**src/rtl/bcd_conv_arbiter_pkg.sv**
```systemverilog
// Shared definitions for the bin2bcd converter arbiter.
// State encoding, BCD slot width and owner index width.
package bcd_conv_arbiter_pkg;

  localparam int OWN_W = 2;
  localparam int BCD_W = 24;
  localparam logic [BCD_W-1:0] BCD_SAT = 24'h999999;

  typedef enum logic [1:0] {
    IDLE  = 2'd0,
    ISSUE = 2'd1,
    WAIT  = 2'd2,
    DONE  = 2'd3
  } state_t;

endpackage

```
**src/rtl/bcd_conv_arbiter_rr_pick.sv**
```systemverilog
// Round-robin pick: first asserted request after the
// last served index, wrapping modulo NREQ.
module rr_pick
  import bcd_conv_arbiter_pkg::*;
#(
  parameter int NREQ = 2
) (
  input  logic [NREQ-1:0]  req,
  input  logic [OWN_W-1:0] last,
  output logic             any,
  output logic [OWN_W-1:0] winner
);

  logic found;

  assign any = |req;

  // scan last+1, last+2, ... so the last winner ranks lowest
  always_comb begin
    winner = last;
    found  = 1'b0;
    for (int i = 1; i <= NREQ; i++) begin
      if (!found && req[(int'(last) + i) % NREQ]) begin
        winner = OWN_W'((int'(last) + i) % NREQ);
        found  = 1'b1;
      end
    end
  end

endmodule

```
**src/rtl/bcd_conv_arbiter.sv**
```systemverilog
// Shares one bin2bcd converter between NREQ requesters,
// with per-requester result slots and a done watchdog.
module bcd_conv_arbiter
  import bcd_conv_arbiter_pkg::*;
#(
  parameter int NREQ    = 2,
  parameter int BIN_W   = 21,
  parameter int TIMEOUT = 64
) (
  input  logic                  clk,
  input  logic                  rst_n,
  input  logic [NREQ-1:0]       req,
  input  logic [NREQ*BIN_W-1:0] bin_in,
  output logic [NREQ-1:0]       done_out,
  output logic [NREQ*BCD_W-1:0] dig_out,
  output logic                  busy,
  output logic [OWN_W-1:0]      owner,
  output logic                  timeout_err,
  output logic                  conv_start,
  output logic [BIN_W-1:0]      conv_bin,
  input  logic                  conv_ready,
  input  logic                  conv_done,
  input  logic [BCD_W-1:0]      conv_dig
);

  localparam int WD_W = (TIMEOUT > 2) ? $clog2(TIMEOUT) : 1;
  localparam logic [WD_W-1:0] WD_MAX = WD_W'(TIMEOUT - 1);

  state_t             state;
  logic [OWN_W-1:0]   last;
  logic [WD_W-1:0]    wd;
  logic [BCD_W-1:0]   slot [NREQ];
  logic               any;
  logic [OWN_W-1:0]   winner;
  logic [BIN_W-1:0]   bin_sel;

  rr_pick #(.NREQ(NREQ)) u_pick (
    .req    (req),
    .last   (last),
    .any    (any),
    .winner (winner)
  );

  // operand of the current round-robin winner
  always_comb begin
    bin_sel = '0;
    for (int k = 0; k < NREQ; k++) begin
      if (winner == OWN_W'(k)) bin_sel = bin_in[k*BIN_W +: BIN_W];
    end
  end

  assign busy        = (state != IDLE);
  assign conv_start  = (state == ISSUE) && conv_ready;
  assign timeout_err = (state == WAIT) && !conv_done && (wd == WD_MAX);

  for (genvar k = 0; k < NREQ; k++) begin : g_slot
    assign dig_out[k*BCD_W +: BCD_W] = slot[k];
    assign done_out[k] = (state == DONE) && (owner == OWN_W'(k));
  end

  // grant, converter handshake, watchdog and slot update
  always_ff @(posedge clk) begin
    if (!rst_n) begin
      state    <= IDLE;
      owner    <= '0;
      last     <= OWN_W'(NREQ - 1);
      conv_bin <= '0;
      wd       <= '0;
      for (int k = 0; k < NREQ; k++) slot[k] <= '0;
    end else begin
      unique case (state)
        IDLE: begin
          if (any) begin
            owner    <= winner;
            conv_bin <= bin_sel;
            state    <= ISSUE;
          end
        end
        ISSUE: begin
          if (conv_ready) begin
            wd    <= '0;
            state <= WAIT;
          end
        end
        WAIT: begin
          wd <= wd + WD_W'(1);
          if (conv_done) begin
            for (int k = 0; k < NREQ; k++)
              if (owner == OWN_W'(k)) slot[k] <= conv_dig;
            state <= DONE;
          end else if (wd == WD_MAX) begin
            for (int k = 0; k < NREQ; k++)
              if (owner == OWN_W'(k)) slot[k] <= BCD_SAT;
            state <= DONE;
          end
        end
        DONE: begin
          last  <= owner;
          state <= IDLE;
        end
      endcase
    end
  end

endmodule

```
**config.mk**
```make
export PLATFORM = sky130hd
export DESIGN_NAME = bcd_conv_arbiter
export DESIGN_NICKNAME = d
export VERILOG_FILES = /design/src/rtl/bcd_conv_arbiter_pkg.sv /design/src/rtl/bcd_conv_arbiter_rr_pick.sv /design/src/rtl/bcd_conv_arbiter.sv
export SDC_FILE = /design/constraint.sdc
export NUM_CORES = 1
export LEC_CHECK = 0
export CAP_MARGIN = 30
export CORE_MARGIN = 1.5
export CORE_UTILIZATION = 39
export CTS_BUF_LIST = sky130_fd_sc_hd__clkbuf_4 sky130_fd_sc_hd__clkbuf_8
export DETAILED_ROUTE_END_ITERATION = 12
export GPL_ROUTABILITY_DRIVEN = 0
export PLACE_DENSITY = 0.78
export REMOVE_ABC_BUFFERS = 1
export SYNTH_ARGS = -nofsm -noshare
export SYNTH_HDL_FRONTEND = slang
export SYNTH_HIERARCHICAL = 1
export SYNTH_SLANG_ARGS = --single-unit
```
**constraint.sdc**
```tcl
create_clock -name clk -period 2.8 [get_ports clk]
set_clock_uncertainty 0.05 [all_clocks]
set_input_delay 0.28 -clock clk [delete_from_list [all_inputs] [get_ports clk]]
set_output_delay 0.28 -clock clk [all_outputs]
set_load 0.02 [all_outputs]
```
# Word level (Yosys, flattened, before mapping)
# Memories as Yosys holds them, arrays and structs flattened.
# Index checks and enable logic that the tools add are counted.
[word_totals]
out_inout_bits = 76
regBits = 33
mem_bits_rw = 48
n_memories = 1
[classes]
mux = 43
n_reduce_logical = 17
add_sub_neg = 3
magnitude_cmp = 2
n_eq_ne = 9
n_bitwise = 6
[mem_list]
columns = ["memory", "depth", "width", "read_ports", "rd_clocked_by_memory_dff", "wr", "line", "text"]
rows = [
  ["slot", 2, 24, 2, 0, 2, "bcd_conv_arbiter.sv:32", "logic [BCD_W-1:0] slot [NREQ];"],
]
[op_table]
columns = ["operator", "count"]
rows = [
  ["$mux 24", 4],
  ["$mux 21", 2],
  ["$mux 1", 28],
  ["$mux 2", 6],
  ["$pmux 6 s2", 1],
  ["$pmux 2 s4", 1],
  ["$add 6x1->6 const B", 1],
  ["$eq 2x1->1 const B", 3],
  ["$eq 6x6->1 const B", 1],
  ["$logic_and 1x1->1", 6],
  ["$logic_not 2->1", 3],
  ["$lt 2x3->1 const B", 2],
  ["$mux 6", 1],
  ["$eq 2x2->1 const B", 2],
  ["$ne 2x2->1 const B", 2],
  ["$or 1x1->1", 4],
  ["$reduce_and 2->1", 2],
  ["$reduce_bool 2->1", 2],
  ["$ne 3x2->1 const B", 1],
  ["$reduce_and 3->1", 1],
  ["$add 1x1->1 const B", 2],
  ["$and 1x1->1 const A", 2],
  ["$logic_not 1->1", 2],
  ["$reduce_or 2->1", 1],
]

# Depth between registers and ports, before layout
# Gate-level depths: netlist (run 1).
[logic_depth]
depth_word = 12
depth_mapped = 7
mapped_depth_nobuf = 6

# Hierarchy
# The synthesis (run 1) kept the hierarchy.
[by_module_without_submodules]
columns = ["module", "n_inst", "area_each_um2", "seq_area_each_um2", "cells_each"]
rows = [
  ["bcd_conv_arbiter", 1, 3347.0, 2102.0, 272],
  ["rr_pick", 1, 32.5, 0.0, 5],
]

# Worst setup path before layout (run 1)
# No wires, ideal clock.
[synth_timing]
kind = "flip-flop to flip-flop"
start = "register wd[0]"
end = "memory slot[1][0], in the netlist slot[0][24] (enable)"
t_arrival_ps = 2273
period_less_slack_ps = 2731
stages_incl_launch_ff = 6
setup_ps = 408
path_slack_ps = 69
cell_sequence = "dfxtp_1 > ha_1 > and4_1 > nand3_2 > a211o_1 > o21ai_1"
[synth_rtl]
columns = ["item", "line", "text"]
rows = [
  ["start, declared", "bcd_conv_arbiter.sv:31", "logic [WD_W-1:0] wd;"],
  ["start signal, assigned", "bcd_conv_arbiter.sv:86", "wd <= wd + WD_W'(1);"],
  ["end, declared", "bcd_conv_arbiter.sv:32", ""],
]

# Final worst setup path (run 1)
[layout_timing]
start = "register wd[0]"
end = "output timeout_err"
[layout_between]
elab_chain_len = 2
[layout_lines]
columns = ["item", "line", "text"]
rows = [
  ["$eq 6x6->1", "bcd_conv_arbiter.sv:54", "assign timeout_err = (state == WAIT) && !conv_done && (wd == WD_MAX);"],
  ["$logic_and 1x1->1", "bcd_conv_arbiter.sv:54", ""],
  ["end, declared", "bcd_conv_arbiter.sv:18", "output logic timeout_err,"],
]
# Every way passes these cells.

==> results of run 1 <==
==> how the worst max path moves through the flow <==
stage	startpoint	to	slack, ps
final	wd[0]$_SDFFE_PN0P_	timeout_err	280
after CTS	wd[0]$_SDFFE_PN0P_	timeout_err	250
after detailed placement	conv_done	slot[0][34]$_DFFE_PP_	490
after global placement	conv_done	slot[0][17]$_DFFE_PP_	520
after global routing	wd[0]$_SDFFE_PN0P_	timeout_err	120
after floorplan	wd[0]$_SDFFE_PN0P_	slot[0][24]$_DFFE_PP_	-50
==> cells in the final DEF (no fill, tap or decap), types with 2 or more instances in the layout <==
| cell | n |
|---|---|
| mux2i_1 | 5 |
| nor3_1 | 2 |
| nor2_1 | 5 |
| clkbuf_8 | 9 |
| clkdlybuf4s50_1 | 147 |
| o21ai_2 | 2 |
| ha_1 | 6 |
| clkinv_4 | 2 |
| nor2b_1 | 26 |
| and3_1 | 12 |
| o21ai_0 | 5 |
| a21boi_0 | 3 |
| nor3b_1 | 3 |
| inv_6 | 2 |
| nand3_1 | 5 |
| clkinvlp_4 | 2 |
| a21oi_1 | 14 |
| a22oi_1 | 22 |
| mux2_2 | 21 |
| buf_4 | 7 |
| edfxtp_1 | 48 |
| nand2_1 | 26 |
| or3_1 | 2 |
| inv_1 | 10 |
| dfxtp_1 | 33 |
==> Yosys cell counts <==
master,n
a211o_1,1
a21boi_0,3
a21boi_1,1
a21oi_1,14
a21oi_2,1
a221o_1,1
a22oi_1,22
and2_1,1
and3_1,12
and4_1,1
buf_2,5
clkbuf_1,10
clkbuf_2,1
dfxtp_1,33
edfxtp_1,48
ha_1,6
inv_1,10
mux2_2,21
mux2i_1,6
nand2_1,26
nand3_1,5
nand3_2,1
nor2_1,5
nor2_2,1
nor2b_1,26
nor3_1,2
nor3b_1,3
o21ai_0,5
o21ai_1,2
or2_4,1
or3_1,2
xnor2_1,1
==> final cells by class <==
class                           instances  area share
Clock buffer                            9     0.02402
Inverter                               10    0.007280
Timing Repair Buffer                  154      0.2956
Clock inverter                          7     0.01043
Sequential cell                        81      0.4077
Tap cell                              105     0.02548
Multi-Input combinational cell        170      0.2296
==> kinds of logic (layout without fill, tap and decap cells) <==
| family | after synthesis | count (layout) | synth area share |
|---|---|---|---|
| DFF | 81 | 81 | 0.6220 |
| AOI/OAI and AO/OA | 50 | 50 | 0.09700 |
| buffers and inverters | 26 | 180 | 0.03110 |
| adders and majority gates | 6 | 6 | 0.02221 |
| muxes | 27 | 27 | 0.08775 |
| and+or+nand+nor | 86 | 86 | 0.1374 |
| xor gates and xnor gates | 1 | 1 | 0.002592 |
==> registers in the layout, indices dropped and copies added, names as in the netlist <==
| register | flops |
|---|---|
| slot | 48 |
| wd | 6 |
| last | 2 |
| conv_bin | 21 |
| owner | 2 |
| state | 2 |
==> power by group <==
part,internal (mW),switching [mW]
clock,0.328,0.434
combinational,0.542,0.607
sequential,1.42,0.0749
total,2.29,1.12
==> metal layers <==
| metal | vias to the layer above | wire, um |
|---|---|---|
| met2 | 128 | 3811 |
| li1 | 1291 | - |
| met1 | 1237 | 3269 |
| met4 | 0 | 102 |
| met5 | - | 0 |
| met3 | 10 | 786 |
==> worst reg2reg max path, stage by stage (launching register included) <==
cell     delay (ps)
dfxtp_1         380
ha_1            220
and4_1          220
nand3_2         250
a211o_1         410
o21ai_2         120
buf_4           320
==> through the flow <==
step	cells	util	TNS, ps
after floorplan	261	-	-2537
after global placement	520	0.5999	0
after detailed placement	520	0.5999	0
after CTS	536	0.6213	0
after global routing	536	0.6213	0
final	536	0.6213	0
==> run_results.csv, run 1 <==
group,metric,value,unit
status,status,"finished clean",
routing,drc,0,
pwr,p_leak,1.925,nW
die,core-area,0.008299,mm2
worst_setup_path,start_kind,"flop",
grt,grt_pass1_vias,2492,
cells_and_area,multi_input_area,0.001184,mm2
timing,rsz0062_at_grt,"no",
grt,grt_max_degree,26,
worst_setup_path,critical_path_buf_inv_count,1,
cells_and_area,area_delta_synth_final,52.57,%
logic_synthesis,avgSynthCellArea,12.20,um2
grt,grt.total_usage,0.1712,
die,die_w,96.09,um
clock_tree,clk_path_buf_depth,2,
worst_setup_path,regToRegStartpoint,"wd[0]$_SDFFE_PN0P_",
logic_synthesis,ys_top_cells_by_area,"edfxtp_1 43%, dfxtp_1 20%, mux2_2 7.0%, a22oi_1 4.9%, nor2b_1 4.8%",
die,die-area,0.009232,mm2
worst_setup_path,path_depth,5,
die,rows,33,
timing,timing_hold_violations_final,0,
die,floorplan.initialDensity,0.4072,
worst_setup_path,cp_slowest_cell,"clkdlybuf4s50_1",
worst_setup_path,end_kind,"output pin",
logic_synthesis,yosysSeqAreaShare,0.6220,
clock_tree,h-tree-depth,3,
logic_synthesis,synth_cell_types,32,
grt,grt_pass1_wl,11980,um
worst_setup_path,reg2reg_slack,500,ps
worst_setup_path,worst-setup-path-type,"reg2out",
worst_setup_path,critPathTopFamily,"simple AND/OR/NAND/NOR gates",
logic_synthesis,netlist_instances,277,
timing,min_period_over_period,0.8991,
min_path,min_path_type,"reg2reg",
placed_design,io_buffers,147,
routing,drtIter0Drc,167,
logic_synthesis,syn_area,0.003379,mm2
routing,routed_wl,7969,um
pwr,p_per_area,660.1,mW/mm2
clock_tree,clk_latency,330,ps
logic_synthesis,synth_top_area_share,0.4265,
clock_tree,clock_sinks,81,
timing,final-max-slew-violation-count,0,
flow_run,maxCapViolations,0,
worst_setup_path,max_stage_delay,620,ps
cells_and_area,drive_gt1_frac,0.1160,
clock_tree,cts_setup_buffers,0,
worst_setup_path,rr_endpoint,"slot[0][43]$_DFFE_PP_",
worst_setup_path,worstPathCellList,"ha_1 -> and4_1 -> nand3_2 -> nor2_1 -> clkdlybuf4s50_1",
timing,holdWs,449.2,ps
cells_and_area,n_antenna_cell,0,
timing,layout_min_cycle_time,2518,ps
placed_design,placed_area,0.004979,mm2
routing,wire_per_inst,14.87,um
grt,grtUsageMet3,0.04344,
logic_synthesis,synth_seq_cells,81,
timing,setup_viol,0,
die,io_pins,148,
timing,worst_slew_pin_slew,564.8,ps
grt,top_usage_layer,"met2",
worst_setup_path,worstPathArrival,2190,ps
worst_setup_path,r2r_cells,6,
timing,timing.fmax,0.3972,GHz
grt,grt_use_met1,0.2177,
pwr,peakVddDrop,0.0003665,V
die,fp.dieH,96.09,um
routing,dr_total_vias,2666,
cells_and_area,fillers,662,
clock_tree,hold_buffers,0,
min_path,hold_start,"wd[0]$_SDFFE_PN0P_",
cells_and_area,postLayoutCellArea,0.005156,mm2
clock_tree,cts_made_buffers,9,
logic_synthesis,synth_top_cell_by_area,"edfxtp_1",
clock_tree,clkTransAtPathRegs,90,ps
min_path,min_to,"wd[0]$_SDFFE_PN0P_",
pwr,fin_total_pwr,3.403,mW
routing,first_pass_iters,4,
cells_and_area,regArea,0.002102,mm2
grt,grt_util_met2,0.2829,
cells_and_area,fin_nets,504,
placed_design,dp_slack,491.3,ps
timing,relSlewSlack,0.6223,
grt,antenna_found_initial,0,
placed_design,hpwlAfterDp,5816,um
worst_setup_path,critPathMaxFanout,14,
logic_synthesis,yosysWarnings,6,
routing,ant_nets,0,
routing,via_per_inst,4.974,
grt,grt-ovfl-total,0,
timing,setup_ws,282.4,ps
clock_tree,cts_root_buffer,"clkbuf_8",
min_path,hold_depth,2,
clock_tree,cts_tree,"done",
worst_setup_path,worstPathRequired,2470,ps
clock_tree,postCtsResizedCells,0,
Power figures use the tool's default switching activity.
==> run 2: changes to the inputs <==
Settings changed: CTS_CLUSTER_DIAMETER set to 200, PLACE_DENSITY 0.78 to 0.88.
==> run 2 against run 1 <==
Hold slack better by 6.0 ps. Total power up 7.9%. Largest cell class unchanged. Final cell count unchanged.
==> run_results.csv, run 2 (synthesis results as in run 1) <==
group,metric,value,unit
status,status,"finished clean",
cells_and_area,largest_reg_flops,48,
cells_and_area,final_common_cell,"clkdlybuf4s50_1",
routing,first_pass_iters,4,
clock_tree,h-tree-depth,3,
cells_and_area,fin_nets,504,
routing,wl_met2,4145,um
clock_tree,cts_made_buffers,9,
worst_setup_path,critPathMaxFanout,14,
routing,wire_per_inst,14.71,um
clock_tree,postCtsResizedCells,0,
timing,setup_viol,0,
timing,timing.fmax,0.3960,GHz
cells_and_area,stdcell_count,536,
flow_run,maxCapViolations,0,
placed_design,dp_cells,520,
clock_tree,cts_root_buffer,"clkbuf_8",
routing,drc,0,
grt,grt_pass1_vias,2505,
routing,routed_wl,7885,um
worst_setup_path,worstPathRequired,2470,ps
die,fp.dieH,96.09,um
cells_and_area,regMostFlops,"slot",
timing,layout_min_cycle_time,2525,ps
clock_tree,cts_setup_buffers,0,
clock_tree,cts_tree,"done",
worst_setup_path,end_kind,"output pin",
worst_setup_path,regToRegStartpoint,"wd[0]$_SDFFE_PN0P_",
cells_and_area,fillers,656,
cells_and_area,most-common-layout-cells,"147 x clkdlybuf4s50_1, 48 x edfxtp_1, 33 x dfxtp_1, 26 x nand2_1, 26 x nor2b_1",
worst_setup_path,worstPathArrival,2200,ps
die,floorplan.initialDensity,0.4072,
timing,timing_hold_violations_final,0,
die,die_w,96.09,um
die,rows,33,
grt,antenna_found_initial,0,
clock_tree,hold_buffers,0,
routing,dr_total_vias,2641,
clock_tree,clk_latency,330,ps
clock_tree,clk_path_buf_depth,2,
cells_and_area,multi_input_area,0.001184,mm2
timing,rsz0062_at_grt,"no",
routing,drtIter0Drc,90,
pwr,p_leak,1.962,nW
pwr,p_per_area,702.8,mW/mm2
routing,top_layer_used,"met4",
pwr,peakVddDrop,0.0003694,V
min_path,min_path_type,"reg2reg",
timing,worst_slew_pin_slew,517.5,ps
grt,grt_max_degree,30,
worst_setup_path,critPathLaunch,"wd[0]$_SDFFE_PN0P_",
cells_and_area,reg.largest.list,"slot (48), conv_bin (21), wd (6)",
routing,ant_nets,0,
routing,via_per_inst,4.927,
routing,met3_wirelength,544,um
die,die-area,0.009232,mm2
cells_and_area,n_antenna_cell,0,
timing,relSlewSlack,0.6452,
clock_tree,clkTransAtPathRegs,80,ps
worst_setup_path,max_stage_delay,620,ps
cells_and_area,drive_gt1_frac,0.1183,
die,io_pins,148,
placed_design,io_buffers,147,
die,core-area,0.008299,mm2
min_path,hold_start,"state[1]$_SDFFE_PN0P_",
clock_tree,clock_sinks,81,
cells_and_area,area_delta_synth_final,54.61,%
cells_and_area,regArea,0.002102,mm2
placed_design,hpwlAfterDp,5814,um
timing,final-max-slew-violation-count,0,
timing,min_period_over_period,0.9019,
worst_setup_path,start_kind,"flop",
grt,grt.total_usage,0.1734,
routing,wl_met1,3116,um
worst_setup_path,worstPathCellList,"ha_1 -> and4_1 -> nand3_2 -> nor2_1 -> clkdlybuf4s50_1",
grt,grt-ovfl-total,0,
worst_setup_path,worst-setup-path-type,"reg2out",
grt,grt_pass1_wl,12170,um
worst_setup_path,cp_slowest_cell,"clkdlybuf4s50_1",
pwr,fin_total_pwr,3.672,mW
run 2: cell type report:
class                   instances  area share
flip-flops and latches         81      0.4023
repair buffers                154      0.2917
multi-input cells             170      0.2265
clock buffers                  10     0.02514
well taps                     105     0.02514
clock inverters                 6     0.02203
inverters                      10    0.007184
run 2: path summary, 6_finish.rpt:
check / to / slack, ps / depth (start not counted)
worst max-delay path: timeout_err / 270 / 5
worst min-delay path: state[1]$_SDFFE_PN0P_ / 460 / 2
worst max register to register: slot[0][5]$_DFFE_PP_ / 510 / 6
worst min register to register: state[1]$_SDFFE_PN0P_ / 460 / 2
run 2: through the flow:
step / hold slack, ps / cell area [um2] / setup TNS (ps) / worst slack (ps) / util
after floorplan: 291.9 / 3312 / -2537 / -52.89 / -
after global placement: 416.6 / 4979 / 0 / 561.4 / 0.5999
after detailed placement: 446.2 / 4979 / 0 / 531.3 / 0.5999
after CTS: 461.8 / 5225 / 0 / 264.0 / 0.6296
after global routing: 481.8 / 5225 / 0 / 156.6 / 0.6296
final: 455.2 / 5225 / 0 / 274.6 / 0.6296
run 2: routing by layer:
layer  GRT usage  up-vias
li1            -     1292
met1      0.2112     1234
met2      0.3028      109
met3     0.04423        6
met4     0.04779        0
met5           0        -
run 2: power by group:
group          total [mW]  internal, mW  switching [mW]
sequential           1.50          1.42          0.0786
clock                1.03         0.609           0.421
combinational        1.15         0.541           0.605
run 2: critical path, delay by kind of cell (launching register included):
family        cells  cell delay (ps)
simple gates      3              630
buf+inv           1              620
flops             1              380
fa+ha+maj         1              230
==> run 3: changes to the inputs <==
Settings changed: ABC_AREA set to 1, CORE_UTILIZATION 39 to 40.
==> run 3 against run 2 <==
Final cell count increased by 23%. Synthesized cell count increased by 45%. Critical path depth unchanged. Via count rose by 21%. Critical path type unchanged. Largest power group unchanged. Worst setup slack gained 59 ps. Largest cell class unchanged. Non-clock buffer count shrank 3.
==> run_results.csv, run 3 <==
group,metric,value,unit
timing,layout_min_cycle_time,2467,ps
cells_and_area,drive_gt1_frac,0.05616,
timing,worst_slew_pin_slew,755.9,ps
worst_setup_path,critPathMaxFanout,9,
die,fp.dieH,97.73,um
clock_tree,clk_path_buf_depth,2,
timing,timing.setup.tns,0,ps
cells_and_area,reg.largest.list,"slot (48), conv_bin (21), wd (6)",
placed_design,dp_slack,609.8,ps
pwr,fin_total_pwr,3.923,mW
clock_tree,cts_root_buffer,"clkbuf_8",
logic_synthesis,synth_commonest_cells,"77 x inv_1, 66 x nor2_1, 51 x nand2_1, 48 x edfxtp_1, 33 x dfxtp_1",
die,die_w,97.73,um
worst_setup_path,worstPathCellList,"inv_1 -> ha_1 -> nand2_2 -> nor3_4 -> clkdlybuf4s50_1",
timing,relSlewSlack,0.4961,
worst_setup_path,worstPathRequired,2470,ps
timing,rsz0062_at_grt,"no",
logic_synthesis,synth_top_area_share,0.4015,
logic_synthesis,synth_edf_count,48,
cells_and_area,stdcell_count,660,
worst_setup_path,worst-setup-path-type,"reg2out",
logic_synthesis,ys_top_cells_by_area,"edfxtp_1 40%, dfxtp_1 18%, inv_1 8.1%, nor2_1 6.9%, nand2_1 5.3%",
cells_and_area,final_common_cell,"clkdlybuf4s50_1",
grt,grt-ovfl-total,0,
min_path,min_path_type,"reg2reg",
logic_synthesis,yosysWarnings,6,
cells_and_area,area_delta_synth_final,47.37,%
logic_synthesis,synth_top_cell_by_area,"edfxtp_1",
cells_and_area,fin_nets,625,
routing,drtIter0Drc,136,
cells_and_area,postLayoutCellArea,0.005290,mm2
routing,wire_per_inst,13.49,um
logic_synthesis,async_reset_ff_frac,0,
routing,drc,0,
clock_tree,hold_buffers,0,
logic_synthesis,synth_cell_types,28,
die,rows,34,
routing,routed_wl,8904,um
pwr,p_per_area,741.5,mW/mm2
clock_tree,cts_setup_buffers,0,
timing,final-max-slew-violation-count,0,
grt,grt.total_usage,0.1906,
die,die-area,0.009551,mm2
timing,holdWs,432.1,ps
die,io_pins,148,
routing,first_pass_iters,5,
die,floorplan.initialDensity,0.4116,
placed_design,io_buffers,147,
worst_setup_path,start_kind,"flop",
cells_and_area,fillers,717,
status,status,"finished clean",
logic_synthesis,yosysSeqAreaShare,0.5856,
routing,via_per_inst,4.836,
worst_setup_path,cp_slowest_cell,"clkdlybuf4s50_1",
logic_synthesis,netlist_instances,402,
placed_design,hpwlAfterDp,6834,um
worst_setup_path,end_kind,"output pin",
clock_tree,postCtsResizedCells,0,
flow_run,maxCapViolations,0,
logic_synthesis,synth_ff_type,"edfxtp_1",
die,core-area,0.008721,mm2
clock_tree,cts_made_buffers,9,
grt,grt_pass1_wl,14490,um
placed_design,dp_cells,644,
routing,dr_total_vias,3192,
clock_tree,cts_tree,"done",
logic_synthesis,syn_area,0.003590,mm2
cells_and_area,fin_util,0.6066,
grt,antenna_found_initial,0,
placed_design,placed_area,0.005112,mm2
timing,min_period_over_period,0.8809,
logic_synthesis,synth_seq_cells,81,
timing,timing_hold_violations_final,0,
clock_tree,clock_sinks,81,
worst_setup_path,worstPathArrival,2140,ps
cells_and_area,most-common-layout-cells,"147 x clkdlybuf4s50_1, 77 x inv_1, 66 x nor2_1, 51 x nand2_1, 48 x edfxtp_1",
timing,timing.fmax,0.4054,GHz
grt,grt_pass1_vias,3067,
timing,setup_ws,333.4,ps
cells_and_area,largest_reg_flops,48,
pwr,peakVddDrop,0.0003122,V
cells_and_area,regMostFlops,"slot",
grt,grt_max_degree,26,
logic_synthesis,avgSynthCellArea,8.930,um2
cells_and_area,n_antenna_cell,0,
logic_synthesis,yosys.cell_count.top_type,"inv_1",
clock_tree,clkTransAtPathRegs,80,ps
timing,setup_viol,0,
routing,ant_nets,0,
clock_tree,clk_latency,340,ps
clock_tree,h-tree-depth,3,
pwr,p_leak,2.371,nW
worst_setup_path,max_stage_delay,640,ps
==> run 3: cells by family after synthesis <==
family,count (synthesis),synth area share
adder cells (fa/ha/maj),6,0.02091
AO/OA/AOI/OAI,60,0.08888
AND/OR/NAND/NOR,158,0.1893
flip-flops,81,0.5856
buffers and inverters,97,0.1154
==> run 3: metal layers <==
| metal | wire, um | up-vias | GRT usage | part of all wire |
|---|---|---|---|---|
| met5 | 0 | - | 0 | 0 |
| met4 | 141 | 0 | 0.07033 | 0.016 |
| met3 | 835 | 10 | 0.04939 | 0.094 |
| met2 | 4314 | 180 | 0.3349 | 0.48 |
| met1 | 3613 | 1439 | 0.2247 | 0.41 |
| li1 | - | 1563 | - | - |
==> run 3: worst max-delay path, delay by kind of cell, from the launching register on <==
kind	cells	cell delay (ps)
AND/OR/NAND/NOR	2	350
flip-flops	1	340
buffers and inverters	2	750
adder cells (fa/ha/maj)	1	360
==> run 3: worst paths after layout <==
| check | from | endpoint | slack (ps) | cells past startpoint |
|---|---|---|---|---|
| max | state[0]$_SDFFE_PN0P_ | timeout_err | 330 | 5 |
| min reg2reg | last[1]$_SDFFE_PN0P_ | last[1]$_SDFFE_PN0P_ | 430 | 2 |
| min | last[1]$_SDFFE_PN0P_ | last[1]$_SDFFE_PN0P_ | 430 | 2 |
| max reg2reg | state[0]$_SDFFE_PN0P_ | slot[0][9]$_DFFE_PP_ | 750 | 7 |
==> run 3: power breakdown <==
group          total [mW]  internal, mW  switching, mW
registers            1.62          1.49          0.127
clock network       0.756         0.328          0.428
logic                1.55         0.660          0.886
==> run 3: final cells by class <==
cell class                 instances  area, um2  share of cell area
tap                              108      135.1             0.02554
timing repair buffer             151       1501              0.2838
clock inverter                     7      53.80             0.01017
inverter                          80      300.3             0.05676
sequential                        81       2102              0.3974
clock buffer                       9      123.9             0.02342
multi-input combinational        224       1074              0.2029
